`config.mk`:
```
export PLATFORM = sky130hd
export DESIGN_NAME = switch_allocator
export DESIGN_NICKNAME = d
export VERILOG_FILES = /design/src/rtl/switch_allocator_pkg.sv /design/src/rtl/switch_allocator_arbiter.sv /design/src/rtl/switch_allocator.sv
export SDC_FILE = /design/constraint.sdc
export NUM_CORES = 1
export LEC_CHECK = 0
export CAP_MARGIN = 20
export CORE_MARGIN = 4
export CORE_UTILIZATION = 39
export DETAILED_ROUTE_END_ITERATION = 8
export PLACE_DENSITY = 0.69
export SYNTH_ARGS = -nofsm -noshare
export SYNTH_HDL_FRONTEND = slang
export SYNTH_SLANG_ARGS = --single-unit
```
`constraint.sdc`:
```
create_clock -name i_clk -period 5.4 [get_ports i_clk]
set_input_delay 1.08 -clock i_clk [delete_from_list [all_inputs] [get_ports i_clk]]
set_output_delay 1.08 -clock i_clk [all_outputs]
set_load 0.01 [all_outputs]
```
`src/rtl/switch_allocator_pkg.sv`:
```
// Shared NoC router types and defaults for the switch allocator slice.
package pa_noc;

   localparam int NUM_PORTS    = 5;
   localparam int CREDIT_DEPTH = 4;
   localparam int IDX_W        = $clog2(NUM_PORTS);
   localparam int CRD_W        = $clog2(CREDIT_DEPTH + 1);

   typedef logic [IDX_W-1:0] port_idx_t;
   typedef logic [CRD_W-1:0] credit_t;

   // Successor of a port index on the round-robin ring.
   function automatic int wrap_inc(input int idx, input int n);
      return (idx + 1 >= n) ? 0 : idx + 1;
   endfunction

endpackage

```
`src/rtl/switch_allocator_arbiter.sv`:
```
// Combinational round-robin arbiter: the first requester at or after ptr wins (one-hot grant).
module round_robin_arbiter #(
   parameter int NUM_PORTS = pa_noc::NUM_PORTS,
   parameter int IDX_W     = $clog2(NUM_PORTS)
) (
   input  logic [NUM_PORTS-1:0] req,
   input  logic [IDX_W-1:0]     ptr,
   output logic [NUM_PORTS-1:0] grant
);

   always_comb begin
      int   base;
      int   idx;
      logic found;
      // NOTE: every variable gets a default before the loop so no latch is inferred.
      grant = '0;
      found = 1'b0;
      base  = (int'(ptr) < NUM_PORTS) ? int'(ptr) : 0;
      for (int k = 0; k < NUM_PORTS; k++) begin
         idx = base + k;
         if (idx >= NUM_PORTS) idx = idx - NUM_PORTS;
         if (!found && req[IDX_W'(idx)]) begin
            grant[IDX_W'(idx)] = 1'b1;
            found              = 1'b1;
         end
      end
   end

endmodule

```
`src/rtl/switch_allocator.sv`:
```
// Credit-based separable switch allocator: one round-robin arbiter per output port.
// Optional sticky credit-overflow detection: define SWITCH_ALLOCATOR_CREDIT_CHECK_EN.
module switch_allocator #(
   parameter  int NUM_PORTS    = pa_noc::NUM_PORTS,
   parameter  int CREDIT_DEPTH = pa_noc::CREDIT_DEPTH,
   localparam int IDX_W        = $clog2(NUM_PORTS),
   localparam int CRD_W        = $clog2(CREDIT_DEPTH + 1)
) (
   input  logic                            i_clk,
   input  logic                            i_srst,
   input  logic [NUM_PORTS-1:0]            i_reqValid,
   input  logic [NUM_PORTS-1:0][IDX_W-1:0] i_reqDest,
   input  logic [NUM_PORTS-1:0]            i_creditReturn,
   output logic [NUM_PORTS-1:0]            o_grant,
   output logic [NUM_PORTS-1:0]            o_outValid,
   output logic [NUM_PORTS-1:0][IDX_W-1:0] o_outSel,
   output logic [NUM_PORTS-1:0][CRD_W-1:0] o_credits,
   output logic                            o_creditError
);

   import pa_noc::*;

   localparam logic [CRD_W-1:0] FULL = CRD_W'(CREDIT_DEPTH);

   logic [NUM_PORTS-1:0][IDX_W-1:0]     rr_ptr;
   logic [NUM_PORTS-1:0][CRD_W-1:0]     credits;
   logic [NUM_PORTS-1:0][NUM_PORTS-1:0] req_mat;   // [output][input]
   logic [NUM_PORTS-1:0][NUM_PORTS-1:0] gnt_mat;   // [output][input]
   logic [NUM_PORTS-1:0]                out_grant;
   logic [NUM_PORTS-1:0][IDX_W-1:0]     gnt_idx;
   logic [NUM_PORTS-1:0]                in_grant;

   // Out-of-range destinations match no output, so they never request anything.
   always_comb begin
      req_mat = '0;
      for (int o = 0; o < NUM_PORTS; o++) begin
         for (int i = 0; i < NUM_PORTS; i++) begin
            req_mat[o][i] = i_reqValid[i] && (int'(i_reqDest[i]) == o) && (credits[o] != '0);
         end
      end
   end

   for (genvar o = 0; o < NUM_PORTS; o++) begin : g_arb
      round_robin_arbiter #(
         .NUM_PORTS (NUM_PORTS),
         .IDX_W     (IDX_W)
      ) u_arb (
         .req   (req_mat[o]),
         .ptr   (rr_ptr[o]),
         .grant (gnt_mat[o])
      );
   end

   always_comb begin
      out_grant = '0;
      gnt_idx   = '0;
      in_grant  = '0;
      for (int o = 0; o < NUM_PORTS; o++) begin
         out_grant[o] = |gnt_mat[o];
         for (int i = 0; i < NUM_PORTS; i++) begin
            if (gnt_mat[o][i]) begin
               gnt_idx[o]  = IDX_W'(i);
               in_grant[i] = 1'b1;
            end
         end
      end
   end

   // Reset masks the transfer outright; the state update below ignores it too.
   always_comb begin
      o_grant    = i_srst ? '0 : in_grant;
      o_outValid = i_srst ? '0 : out_grant;
      o_outSel   = '0;
      for (int o = 0; o < NUM_PORTS; o++) begin
         if (o_outValid[o]) o_outSel[o] = gnt_idx[o];
      end
   end

   always_ff @(posedge i_clk) begin
      if (i_srst) begin
         // NOTE: nonblocking assignments keep every register update order-independent.
         credits <= {NUM_PORTS{FULL}};
         rr_ptr  <= '0;
      end else begin
         for (int o = 0; o < NUM_PORTS; o++) begin
            if (out_grant[o]) rr_ptr[o] <= IDX_W'(wrap_inc(int'(gnt_idx[o]), NUM_PORTS));
            if (out_grant[o] && !i_creditReturn[o]) begin
               credits[o] <= credits[o] - CRD_W'(1);
            end else if (!out_grant[o] && i_creditReturn[o] && credits[o] != FULL) begin
               credits[o] <= credits[o] + CRD_W'(1);
            end
         end
      end
   end

   assign o_credits = credits;

`ifdef SWITCH_ALLOCATOR_CREDIT_CHECK_EN
   logic [NUM_PORTS-1:0] overflow;
   logic                 credit_error;

   always_comb begin
      overflow = '0;
      for (int o = 0; o < NUM_PORTS; o++) begin
         overflow[o] = i_creditReturn[o] && !out_grant[o] && (credits[o] == FULL);
      end
   end

   always_ff @(posedge i_clk) begin
      if (i_srst)         credit_error <= 1'b0;
      else if (|overflow) credit_error <= 1'b1;
   end

   assign o_creditError = credit_error;
`else
   assign o_creditError = 1'b0;
`endif

endmodule

```
== After elaboration in Yosys (flattened, before gate mapping) ==
Index checks and enable logic that the tools add are counted.
Storage, ports and cells
  register bits after elaboration: 30
  latch bits: 0
  RAM bits: 0
  memory bits (read-only): 0
  bits of input ports: 27
  word-level logic and storage cells: 627
  memories: 0
Operators by class
  add/subtract/negate cells: 60
  $mul: 0
  div/mod/pow operators: 0
  $lt $le $gt $ge: 85
  eq/ne operators: 25
  shift-type cells: 0
  muxes and demuxes: 267
  bitwise gates (word level): 20
  reduce and logical (&&, ||, !) cells: 160
Operators by type and width (count)
  32-bit by 4-bit >= comparator with 1-bit output (second input constant): 25
  3-bit two-way mux: 65
  5-bit two-way mux: 27
  3-bit by 5-bit less-than comparator with 1-bit output (second input constant): 25
  1-bit two-way mux: 125
  1-bit logical AND: 110
  5-bit OR: 20
  1-bit binary-select mux with 3-bit select: 25
  1-bit demux with 3-bit select: 25
  3-bit by 1-bit >= comparator with 1-bit output (second input constant): 25
  3-bit subtractor (second input constant): 25
  3-bit == test (second input constant): 15
  3-bit by 1-bit adder with 4-bit output (second input constant): 10
  3-bit by 2-bit adder with 4-bit output (second input constant): 10
  1-bit zero test: 30
  5-bit OR reduction: 5
  3-bit by 3-bit adder with 4-bit output (second input constant): 5
  4-bit by 3-bit >= comparator with 1-bit output (second input constant): 5
  3-bit by 1-bit adder with 3-bit output (second input constant): 5
  3-bit by 2-bit == test with 1-bit output (second input constant): 5
  3-bit zero test: 5
  3-bit less-than comparator (second input constant): 5
  3-bit != test (second input constant): 5
  3-bit nonzero test: 5
  2 further kinds: 10

== Logic depth before layout (Yosys ltp) ==
  depth after elaboration: 27
  depth in mapped cells: 22

== Cells and area by module ==
From an unflattened synthesis, not the netlist that was laid out.
Second synthesis, totals
  cells, all modules: 1027
  area total of the unflattened synthesis: 7467.2 µm²
Modules (own cells, without submodules)
  round_robin_arbiter: times used 5, cells an instance 148, area each 1028.5 µm², sequential area each 0.0 µm²
  switch_allocator: times used 1, cells an instance 287, area each 2324.7 µm², sequential area each 600.6 µm²

== Worst setup path after synthesis ==
Ideal clock, no wire load.
  kind: register to output
  from: reg rr_ptr[2] in the netlist's numbering
  to: out o_outSel[0] in the netlist's numbering
  arrival: 3.809 ns
  required time: 4.320 ns
  setup slack: 0.511 ns
  cell stages (with the launch flop): 15
  path buffers: 2
  cells stage by stage: dfxtp_1 > clkbuf_1 > nand2b_1 > inv_1 > ha_1 > nand2_1 > mux2_2 > o21ai_0 > a2111oi_0 > or4_1 > nor3_1 > and4bb_1 > buf_4 > nor2_1 > and2_1
RTL lines
  start, declared: RTL line switch_allocator.sv:25  | logic [NUM_PORTS-1:0][IDX_W-1:0] rr_ptr;
  start signal, assigned by index: RTL line switch_allocator.sv:86  | if (out_grant[o]) rr_ptr[o] <= IDX_W'(wrap_inc(int'(gnt_idx[o]), NUM_PORTS));
  end, declared: RTL line switch_allocator.sv:16  | output logic [NUM_PORTS-1:0][IDX_W-1:0] o_outSel,

== Worst setup path after layout ==
  from: in i_reqValid[1]
  to: out o_grant[1]
On the way
  word-level cells in the longest chain between the ends: 24
  elaborated cells on any way between the ends: 196
  classes of those cells: mux (126); bitwise (20); reduce/logical (50)
RTL lines
  start, declared: RTL line switch_allocator.sv:11  | input logic [NUM_PORTS-1:0] i_reqValid,
  1-bit logical AND (2 in a row): RTL line switch_allocator.sv:38  | req_mat[o][i] = i_reqValid[i] && (int'(i_reqDest[i]) == o) && (credits[o] != '0);
  1-bit binary-select mux with 3-bit select: RTL line switch_allocator_arbiter.sv:22  | if (!found && req[IDX_W'(idx)]) begin
  1-bit two-way mux (not written as such) (2 in a row): RTL line switch_allocator_arbiter.sv:22
  1-bit two-way mux: RTL line switch_allocator_arbiter.sv:22
  1-bit zero test: RTL line switch_allocator_arbiter.sv:22
  1-bit logical AND: RTL line switch_allocator_arbiter.sv:22
  1-bit two-way mux: RTL line switch_allocator_arbiter.sv:22
  1-bit zero test: RTL line switch_allocator_arbiter.sv:22
  [... 3 more ...]
  1-bit logical AND: RTL line switch_allocator_arbiter.sv:22
  1-bit two-way mux: RTL line switch_allocator_arbiter.sv:22
  1-bit zero test: RTL line switch_allocator_arbiter.sv:22
  1-bit logical AND: RTL line switch_allocator_arbiter.sv:22
  5-bit two-way mux: RTL line switch_allocator_arbiter.sv:22
  1-bit two-way mux (4 in a row): RTL line switch_allocator.sv:61  | if (gnt_mat[o][i]) begin
  1-bit two-way mux *: RTL line switch_allocator.sv:61
  5-bit two-way mux *: RTL line switch_allocator.sv:71  | o_grant = i_srst ? '0 : in_grant;
  end, declared: RTL line switch_allocator.sv:14  | output logic [NUM_PORTS-1:0] o_grant,
Mark *: on every way between the ends. The rest lies on a longest branch, timed or not. The select of a mux whose other input is x is not followed.

==> reports/results.txt <==
Crit-path max FO -> 5
Synth Flop Type -> dfxtp_1
Cells after Synth -> 1,060
Boundary Pins -> 68
Xor/xnor share of the synthesized area -> 0.01911
Crit path kind -> in -> out
DRT antenna net count -> 0
Initial core utilization -> 0.3991
Simple-gate share of the synthesized area -> 0.3858
Overflow after GRT -> 0
Critical Path End Type -> output port
Post-Syn Area -> 7792 µm²
Global-route wire length before repair -> 43,770 µm
Mean Syn Cell Area -> 7.351 µm²
Row Count -> 51
Clock transition at path regs -> 0.06 ns
VDD IR-drop max -> 0.0002349 V
Startpoint type of the worst setup path -> input port
Run status -> finished clean
CTS root buffer -> clkbuf_16
DIE AREA -> 22,310 µm²
Area contributors post-synth -> dfxtp_1 (7.7%), ha_1 (7.4%), mux2i_1 (6.2%), nor2_1 (4.3%), nand2_1 (3.6%)
Initial antenna violation count -> 3
Gpl congestion -> 1.054
Worst Tran Pin Value -> 0.8836 ns
Period utilization -> 0.9985
RSZ-0062 raised after global routing -> yes
Critical Path AT -> 4.31 ns
Vias in the first global route -> 8,723
Layout cell share with drive strength beyond 1 -> 0.3026
Worst skew pair latency -> 0.30 ns
Hold Path Class -> reg -> reg
Combinational Power Share -> 0.817
Final Cell Area -> 10,950 µm²
Post-synth EDFFs -> 0
Filler cell count -> 1,796
Initial drt markers -> 907
Fin. Hold Viols -> 0
Switching power -> 0.002199 W
Chip height -> 149.4 µm
Final HPWL DP -> 21,390 µm
Clk pwr share -> 0.092
TritonRoute pass-1 iters -> 8
Post-DR vias/cell -> 6.069
Top cell type by total area after synthesis -> dfxtp_1
Hold buffer count at CTS -> 0
Worst R2R Start -> rr_ptr[8]
Hold Crit Start -> o_credits[10]
Net count, final -> 1,379
Setup Skew -> 0.005799 ns
Worst slew margin -> 0.4064
Total Routing Usage GR -> 0.2382
Final setup fails -> 0
Worst hold slack -> 0.5490 ns
LEAKAGE -> 4.771 nW
Port bufs -> 60
Post-DR wirelength/cell -> 17.84 µm
DRC errors left -> 0
Htree depth -> 2
Max Clk Rate -> 185.5 MHz
Crit. Startpoint -> i_reqValid[1]
Die width -> 149.4 µm
Synth-to-Final Area Change -> 40.49%
Top cell type's share of synthesized area -> 0.07707
Compound-cell area share of the yosys netlist -> 0.2669
Total internal power -> 0.002191 W
Sinks on Clock Net -> 30
Post-synthesis mux area share -> 0.09907
Register area share after synthesis -> 0.07707
Vias -> 9,528
Dpl cell area -> 9910 µm²
Core Footprint -> 19,530 µm²
Sequential power share -> 0.091
CTS Buffer Depth -> 2
Min Tclk post-route -> 5.392 ns
Largest net degree at the start of global routing -> 23
Crit path required time -> 4.32 ns
Switching part of the total -> 0.5008
Synth Warn # -> 0
Netlist cell types -> 111
Cell Pwr Density -> 400.9 nW/µm²
Yosys reg bits -> 30
CTS tree -> yes
Async set-reset flop share out of synthesis -> 0
Max_cap viols -> 0
Adder-cell share of the synthesized area -> 0.08671
WL final -> 28,010 µm
Largest family of logic cells by synthesized area -> simple AND/OR/NAND/NOR gates
Max-slew violations -> 0
Final TNS setup -> 0 ns
Tot Pwr -> 0.004390 W
CTS Buf Count -> 5
metal layers:
layer  part of all wire  routed length, µm  vias up  track usage
li1                   -                  -     4519            -
met1               0.42              11790     4439       0.3235
met2               0.46              12950      489       0.3934
met3              0.086               2423       81      0.03130
met4              0.030                852        0      0.07231
met5                  0                  0        -            0
power by group through the flow:
stage	Sequential (W)	Clock [W]	Combinational [W]
floorplan	0.000377	0	0.00214
global placement	0.000399	0	0.00319
detailed placement	0.000399	0	0.00323
CTS	0.000396	0.000405	0.00337
global route	0.000416	0.000412	0.00388
finish	0.000400	0.000402	0.00359
timing repair:
action | CTS | global route
endpoints found under the setup margin | 19 | 17
gates resized for setup | 73 | 92
pin swaps | 21 | 31
cloned | 0 | 0
buffers inserted | 18 | 10
metrics by stage:
step / instances / util / setup slack (ns)
after floorplan: 1070 / - / 0.5109
after global placement: 1531 / 0.5075 / -0.4901
after detailed placement: 1531 / 0.5075 / -0.5325
after CTS: 1557 / 0.5371 / -0.1036
after global routing: 1570 / 0.5607 / -0.04141
final: 1570 / 0.5607 / 0.008262
worst paths after layout:
kind	endpoint	slack, ns	depth (start not counted)
max	o_grant[1]	0.008	11
min	o_credits[10]	0.55	2
max reg2reg	o_credits[8]	0.45	18
min reg2reg	o_credits[10]	0.55	2
cells in the final DEF, fill, tap and decap left out, drive strengths merged, types with 11 or more instances in the layout:
cell,n
a211oi,20
ha,46
o211ai,11
xnor2,17
dfxtp,30
buf,225
nor4b,12
nand4b,11
a22oi,11
nand3,45
nand2,74
nor4,19
nand2b,33
or3,16
clkdlybuf4s50,26
nand4,12
mux2,16
conb,12
inv,45
dlygate4sd2,13
o21bai,12
and3,11
dlymetal6s2s,16
nor3,54
and2,21
nor3b,16
nor2b,19
a21oi,46
mux2i,49
a31oi,17
nor4bb,11
a21o,11
nor2,90
o21ai,45
critical path, cell delays in order:
cell	delay, ns
clkdlybuf4s50_1	0.55
or4bb_4	0.58
mux4_2	0.54
or2_4	0.28
nor3_1	0.23
nand3_1	0.12
nand3_2	0.13
buf_4	0.12
nor2_1	0.04
a41oi_1	0.33
dlygate4sd2_1	0.32
flip-flops by register name, indices dropped and copies added, names as in the netlist:
| register | count |
|---|---|
| o_credits | 15 |
| rr_ptr | 15 |
cell families (layout without fill, tap and decap cells):
family	count (synthesis)	count (layout)
adders and majority gates	51	51
and+or+nand+nor	504	504
AOI/OAI and AO/OA	281	281
xor gates and xnor gates	17	17
buffers and inverters	106	338
muxes	69	69
other	2	15
DFF	30	30
area by class of cell:
class	instances	area, µm²	area share
clock buffer	6	138.9	0.01269
timing repair buffer	284	2308	0.2109
antenna	3	7.507	0.0006857
sequential	30	603.1	0.05509
tap	265	331.6	0.03029
multi-input combinational	934	7321	0.6687
clock inverter	2	60.06	0.005486
inverter	46	177.7	0.01623
cells in the mapped netlist, drive strengths merged, types with 11 or more instances:
master / number
nor2: 90
nand2: 74
nor3: 54
mux2i: 49
a21oi: 46
ha: 46
inv: 45
nand3: 45
o21ai: 45
nand2b: 33
clkbuf: 31
dfxtp: 30
buf: 29
and2: 21
a211oi: 20
nor2b: 19
nor4: 19
a31oi: 17
xnor2: 17
mux2: 16
nor3b: 16
or3: 16
nand4: 12
nor4b: 12
o21bai: 12
a21o: 11
a22oi: 11
and3: 11
nand4b: 11
nor4bb: 11
o211ai: 11
Power figures use the tool's default switching activity.
